===== config.mk =====
export PLATFORM = sky130hd
export DESIGN_NAME = adc_spi_responder
export DESIGN_NICKNAME = d
export VERILOG_FILES = /design/src/rtl/adc_spi_pkg.sv /design/src/rtl/spi_edge_detect.sv /design/src/rtl/adc_spi_responder.sv
export SDC_FILE = /design/constraint.sdc
export NUM_CORES = 1
export LEC_CHECK = 0
export ABC_AREA = 1
export BUFFER_PORTS_ARGS = -buffer_cell sky130_fd_sc_hd__buf_4
export CORE_MARGIN = 2
export CORE_UTILIZATION = 45
export CTS_CLUSTER_SIZE = 20
export DETAILED_ROUTE_END_ITERATION = 10
export GPL_TIMING_DRIVEN = 0
export PLACE_DENSITY = 0.75
export SYNTH_ARGS = -nofsm -noshare
export SYNTH_HDL_FRONTEND = slang
export SYNTH_HIERARCHICAL = 1
export SYNTH_SLANG_ARGS = --single-unit
export TNS_END_PERCENT = 20

===== constraint.sdc =====
create_clock -name clk_i -period 2.2 [get_ports clk_i]
set_input_delay 0.11 -clock clk_i [delete_from_list [all_inputs] [get_ports clk_i]]
set_output_delay 0.11 -clock clk_i [all_outputs]
set_load 0.01 [all_outputs]

===== src/rtl/adc_spi_pkg.sv =====
// Shared types and constants for the ADC SPI responder.
package adc_spi_pkg;

  localparam int DEFAULT_SAMPLE_W    = 16;
  localparam int DEFAULT_CONV_CYCLES = 35;

  typedef enum logic [1:0] {
    IDLE,
    CONVERT,
    READY,
    SHIFT
  } state_t;

  // Bit positions inside the sticky error vector.
  localparam int ERR_SHORT  = 0;
  localparam int ERR_EXCESS = 1;
  localparam int ERR_ABORT  = 2;

endpackage


===== src/rtl/spi_edge_detect.sv =====
// Two-stage input register for an asynchronous SPI pin with rise/fall strobes.
module spi_edge_detect (
  input  logic clk_i,
  input  logic reset_i,
  input  logic d,
  output logic rise,
  output logic fall,
  output logic level
);

  logic q;
  logic qq;

  always_ff @(posedge clk_i) begin
    if (reset_i) begin
      q  <= 1'b0;
      qq <= 1'b0;
    end else begin
      q  <= d;
      qq <= q;
    end
  end

  assign rise  = q & ~qq;
  assign fall  = ~q & qq;
  assign level = q;

endmodule


===== src/rtl/adc_spi_responder.sv =====
// Emulates an external SPI ADC: cnv rise latches a sample, the frame shifts it
// out MSB-first on MISO, and initiator protocol violations are kept sticky.
module adc_spi_responder
  import adc_spi_pkg::*;
#(
  parameter int SAMPLE_W    = DEFAULT_SAMPLE_W,
  parameter int CONV_CYCLES = DEFAULT_CONV_CYCLES
) (
  input  logic                clk_i,
  input  logic                reset_i,
  input  logic [SAMPLE_W-1:0] sample_i,
  input  logic                err_clear_i,
  input  logic                spi_cnv_i,
  input  logic                spi_clk_i,
  input  logic                spi_mosi_i,
  output logic                spi_miso_o,
  output logic                busy_o,
  output logic                frame_done_o,
  output logic [2:0]          err_o
);

  localparam int TIMER_W  = $clog2(CONV_CYCLES + 1);
  localparam int BITCNT_W = $clog2(SAMPLE_W + 1);
  localparam logic [TIMER_W-1:0]  CONV_LAST = TIMER_W'(CONV_CYCLES - 1);
  localparam logic [TIMER_W-1:0]  CONV_DONE = TIMER_W'(CONV_CYCLES);
  localparam logic [BITCNT_W-1:0] BIT_LAST  = BITCNT_W'(SAMPLE_W - 1);

  logic cnv_rise, cnv_fall, cnv_level;
  logic sclk_rise, sclk_fall, sclk_level;
  logic mosi_rise, mosi_fall, mosi_level;

  spi_edge_detect u_cnv (
    .clk_i   (clk_i),
    .reset_i (reset_i),
    .d       (spi_cnv_i),
    .rise    (cnv_rise),
    .fall    (cnv_fall),
    .level   (cnv_level)
  );

  spi_edge_detect u_sclk (
    .clk_i   (clk_i),
    .reset_i (reset_i),
    .d       (spi_clk_i),
    .rise    (sclk_rise),
    .fall    (sclk_fall),
    .level   (sclk_level)
  );

  spi_edge_detect u_mosi (
    .clk_i   (clk_i),
    .reset_i (reset_i),
    .d       (spi_mosi_i),
    .rise    (mosi_rise),
    .fall    (mosi_fall),
    .level   (mosi_level)
  );

  logic unused_edges;
  assign unused_edges = ^{sclk_level, mosi_rise, mosi_fall};

  state_t                state;
  logic [SAMPLE_W-1:0]   shreg;
  logic [TIMER_W-1:0]    timer;
  logic [BITCNT_W-1:0]   bitcnt;
  logic                  frame_hit;
  logic [2:0]            err;

  always_ff @(posedge clk_i) begin
    if (reset_i) begin
      state     <= IDLE;
      shreg     <= '0;
      timer     <= '0;
      bitcnt    <= '0;
      frame_hit <= 1'b0;
      err       <= '0;
    end else begin
      frame_hit <= 1'b0;
      // NOTE: error bits set further down are later non-blocking writes, so a
      // new error in the same cycle as err_clear_i survives the clear.
      if (err_clear_i) err <= '0;

      unique case (state)
        IDLE: begin
          if (cnv_rise) begin
            state <= CONVERT;
            shreg <= sample_i;
            timer <= '0;
          end else if (sclk_rise && !cnv_level) begin
            // Only rises count: the fall after the last bit lands here legally.
            err[ERR_EXCESS] <= 1'b1;
          end
        end

        CONVERT: begin
          if (cnv_fall) begin
            state  <= SHIFT;
            bitcnt <= '0;
            if (timer != CONV_LAST) err[ERR_SHORT] <= 1'b1;
          end else if (timer == CONV_LAST) begin
            state <= READY;
            timer <= CONV_DONE;
          end else begin
            timer <= timer + 1'b1;
          end
        end

        READY: begin
          if (cnv_fall) begin
            state  <= SHIFT;
            bitcnt <= '0;
          end
        end

        SHIFT: begin
          if (cnv_rise) begin
            err[ERR_ABORT] <= 1'b1;
            state          <= CONVERT;
            shreg          <= sample_i;
            timer          <= '0;
          end else if (sclk_rise) begin
            bitcnt <= bitcnt + 1'b1;
            if (!mosi_level) err[ERR_SHORT] <= 1'b1;
            if (bitcnt == BIT_LAST) begin
              frame_hit <= 1'b1;
              state     <= IDLE;
            end
          end else if (sclk_fall) begin
            shreg <= {shreg[SAMPLE_W-2:0], 1'b0};
          end
        end

        default: state <= IDLE;
      endcase
    end
  end

  // Output register: third stage of the pin-to-pin latency.
  always_ff @(posedge clk_i) begin
    if (reset_i) begin
      spi_miso_o   <= 1'b0;
      busy_o       <= 1'b0;
      frame_done_o <= 1'b0;
      err_o        <= '0;
    end else begin
      spi_miso_o   <= (state == SHIFT) && shreg[SAMPLE_W-1];
      busy_o       <= (state == CONVERT);
      frame_done_o <= frame_hit;
      err_o        <= err;
    end
  end

endmodule


==> qor.txt <==
CTS
-------------------------------------------------------------------------------
Post-cts gate resize count .......................................            0
Master cell of the clock root buffer ............................. sky130_fd_sc_hd__clkbuf_8
H-tree levels ....................................................            2
Latest clock arrival within the worst-skew pair ..................      0.30 ns
CTS Buf Count ....................................................            5
CTS Sinks ........................................................           44
Worst-path clk slew ..............................................      0.08 ns
Clock buffer depth ...............................................            2
Clock tree from TritonCTS ........................................          yes
Quantity of hold-fixing buffers added after cts ..................            0
Number of buffers added for setup after CTS ......................            0

WORST SETUP PATH
-------------------------------------------------------------------------------
CP most frequent cell ............................................ sky130_fd_sc_hd__inv_1
FF-to-FF setup slack .............................................      0.37 ns
Critical Path RT .................................................      2.39 ns
CP max stage delay ...............................................      0.39 ns
Buffering stage count on the worst path with inverters included ..            3
Worst r2r path cells .............................................            9
Setup crit start .................................................     state[1]
End of the worst register-to-register path .......................     timer[4]
Worst reg2reg path startpoint ....................................     state[1]
CP Data Arrival Time .............................................      2.02 ns
Critical path peak fanout ........................................            6
CP Capture Type ..................................................     register
Series of cell instances along the critical path ................. inv_1 > ha_1 > inv_1 > nand2_1 > nand3b_1 > o21ai_0 > inv_1 > o21ai_0 > nor2_1
Critical Path Start Type .........................................     register
CP max stage cell ................................................ sky130_fd_sc_hd__dfxtp_1
Kind of critical path ............................................      reg2reg
Cell class contributing the biggest share of worst-path delay ....   flip-flops

DRT
-------------------------------------------------------------------------------
Count of nets left with antenna violations after detail routing ..            0
Vias/cell ........................................................        4.902
Number of remaining DRC errors ...................................            0
Total vias in the final route ....................................         1853
Total iterations of the first detailed-routing run ...............            4
Detailed-route wire length .......................................     4.259 mm
Number of DRC markers in iteration 0 .............................           85
DR WL/cell .......................................................     11.27 um

SYNTH
-------------------------------------------------------------------------------
Post-Synthesis Mean Instance Area ................................    7.043 um2
Syn_nets .........................................................          323
Netlist area before placement ....................................     2049 um2
Count of warnings emitted by yosys ...............................            6
Number of instances in the synthesized netlist ...................          291

FINAL LAYOUT
-------------------------------------------------------------------------------
Commonest non-fill, non-tap cells in the layout .................. sky130_fd_sc_hd__nand2_1 (66), sky130_fd_sc_hd__nor2_1 (45), sky130_fd_sc_hd__dfxtp_1 (44), sky130_fd_sc_hd__inv_1 (41), sky130_fd_sc_hd__buf_4 (28)
Fraction of layout instances using a drive strength above 1 ......       13.50%
Final core utilization ...........................................       54.91%
Layout Area Growth over Synthesis ................................       17.46%
# nets final .....................................................          357
Non-Filler Instances .............................................          378
Most common cell after layout, fill and taps aside ............... sky130_fd_sc_hd__nand2_1
Antenna diodes ...................................................            0

JOB
-------------------------------------------------------------------------------
Max capacitance violation total ..................................            0

TIMING
-------------------------------------------------------------------------------
Max Clock Skew ...................................................  0.003746 ns
Minimum period implied by the final worst setup slack ............     1.828 ns
Final worst path period share ....................................       83.10%
Transition time at the pin with the least slew margin ............    0.5054 ns
Post-Route Setup TNS .............................................         0 ns
Maximum operating frequency ......................................   0.5470 GHz
Total of endpoints with negative setup slack in the final report .            0
Worst slew slack as a fraction of its limit ......................       66.31%
Worst hold-check slack ...........................................  0.006697 ns
Hold violation count in the final report .........................            0
RSZ-0062 raised after global routing .............................           no
Max Slew Vio Count ...............................................            0

POWER
-------------------------------------------------------------------------------
Reg power frac ...................................................        41.5%
Comb pwr share ...................................................        37.5%
Peak supply drop .................................................     671.2 uV
Net switching power ..............................................     947.9 uW
Switching fraction of total power ................................       37.93%
Overall power consumption ........................................      2499 uW
Cell internal power dissipation ..................................      1551 uW
LEAKAGE ..........................................................  0.001111 uW
Power density cells ..............................................  1038 nW/um2
Clk network pwr share ............................................        21.0%

GLOBAL ROUTING
-------------------------------------------------------------------------------
Largest net degree at the start of global routing ................           13
Overflow left after global routing ...............................            0
Global-route usage over all layers ...............................       18.26%
Global-route wire length before repair ...........................     7.431 mm
Number of global-route vias before repair ........................         1742
Antenna violations before repair .................................            0

FLOORPLANNING
-------------------------------------------------------------------------------
Die W ............................................................     71.49 um
DIE HEIGHT .......................................................     71.49 um
Rows .............................................................           24
# IOs ............................................................           28
Die Outline Area .................................................     5110 um2
Initial Utilization ..............................................       46.75%
Core area ........................................................     4384 um2

PLACE
-------------------------------------------------------------------------------
Number of I/O port buffers .......................................           27
Number of instances in the placed design .........................          370
Global placement routability congestion ..........................       0.8052
Post-detailed-placement half-perimeter wirelength ................     3.133 mm

MIN PATH
-------------------------------------------------------------------------------
Instance count along the most critical hold path .................            3
Worst Hold Endpoint .............................................. u_sclk/level
Hold WC Path Type ................................................       in2reg
Origin of the worst min-delay path ...............................    spi_clk_i

OUTCOME
-------------------------------------------------------------------------------
Result of the run ................................................    completed

power by group through the flow:
stage	combinational, uW	sequential (uW)	clock [uW]
floorplan	708	1040	0
global placement	909	1050	0
detailed placement	929	1050	0
CTS	933	1040	534
global route	1080	1060	567
finish	936	1040	525
per-stage QoR:
stage	instance area, um2	worst slack (ns)
3_5_place_dp	2317	0.3929
2_1_floorplan	2049	0.6669
3_3_place_gp	2317	0.4098
4_1_cts	2407	0.3842
5_1_grt	2407	0.09216
6_report	2407	0.3718
area by class of cell:
cell class / count / area [um2]
Timing Repair Buffer: 27 / 202.7
Multi-Input combinational cell: 196 / 964.7
Clock buffer: 8 / 90.09
Buffer: 7 / 38.79
Fill cell: 438 / 1977
Inverter: 44 / 165.2
Tap cell: 52 / 65.06
Sequential cell: 44 / 880.8
worst min-delay path: cells and delay by family:
| kind | cells | cell delay, ns |
|---|---|---|
| buf+inv | 2 | 0.10 |
| simple gates | 1 | 0.06 |
worst max path at each step:
stage | end | slack (ns) | depth (start not counted)
2_1_floorplan | timer[2] | 0.67 | 9
3_3_place_gp | timer[5] | 0.41 | 9
3_5_place_dp | timer[4] | 0.39 | 9
4_1_cts | timer[5] | 0.38 | 9
5_1_grt | timer[3] | 0.09 | 9
6_report | timer[4] | 0.37 | 9
metal layers:
metal,track usage [%],share of wire (%),vias up
li1,-,-,977
met4,8.176,1.7,0
met5,0,0,-
met1,22.18,45,820
met3,4.782,4.2,7
met2,30.35,49,49
flip-flops by register name, summed over array words and instances (netlist names):
register	cells
shreg	16
timer	6
bitcnt	5
err	3
err_o	3
state	2
busy_o	1
frame_done_o	1
frame_hit	1
spi_miso_o	1
u_cnv/level	1
u_cnv/qq	1
u_mosi/level	1
u_sclk/level	1
u_sclk/qq	1
No activity file was read; power rests on OpenSTA's default activity.
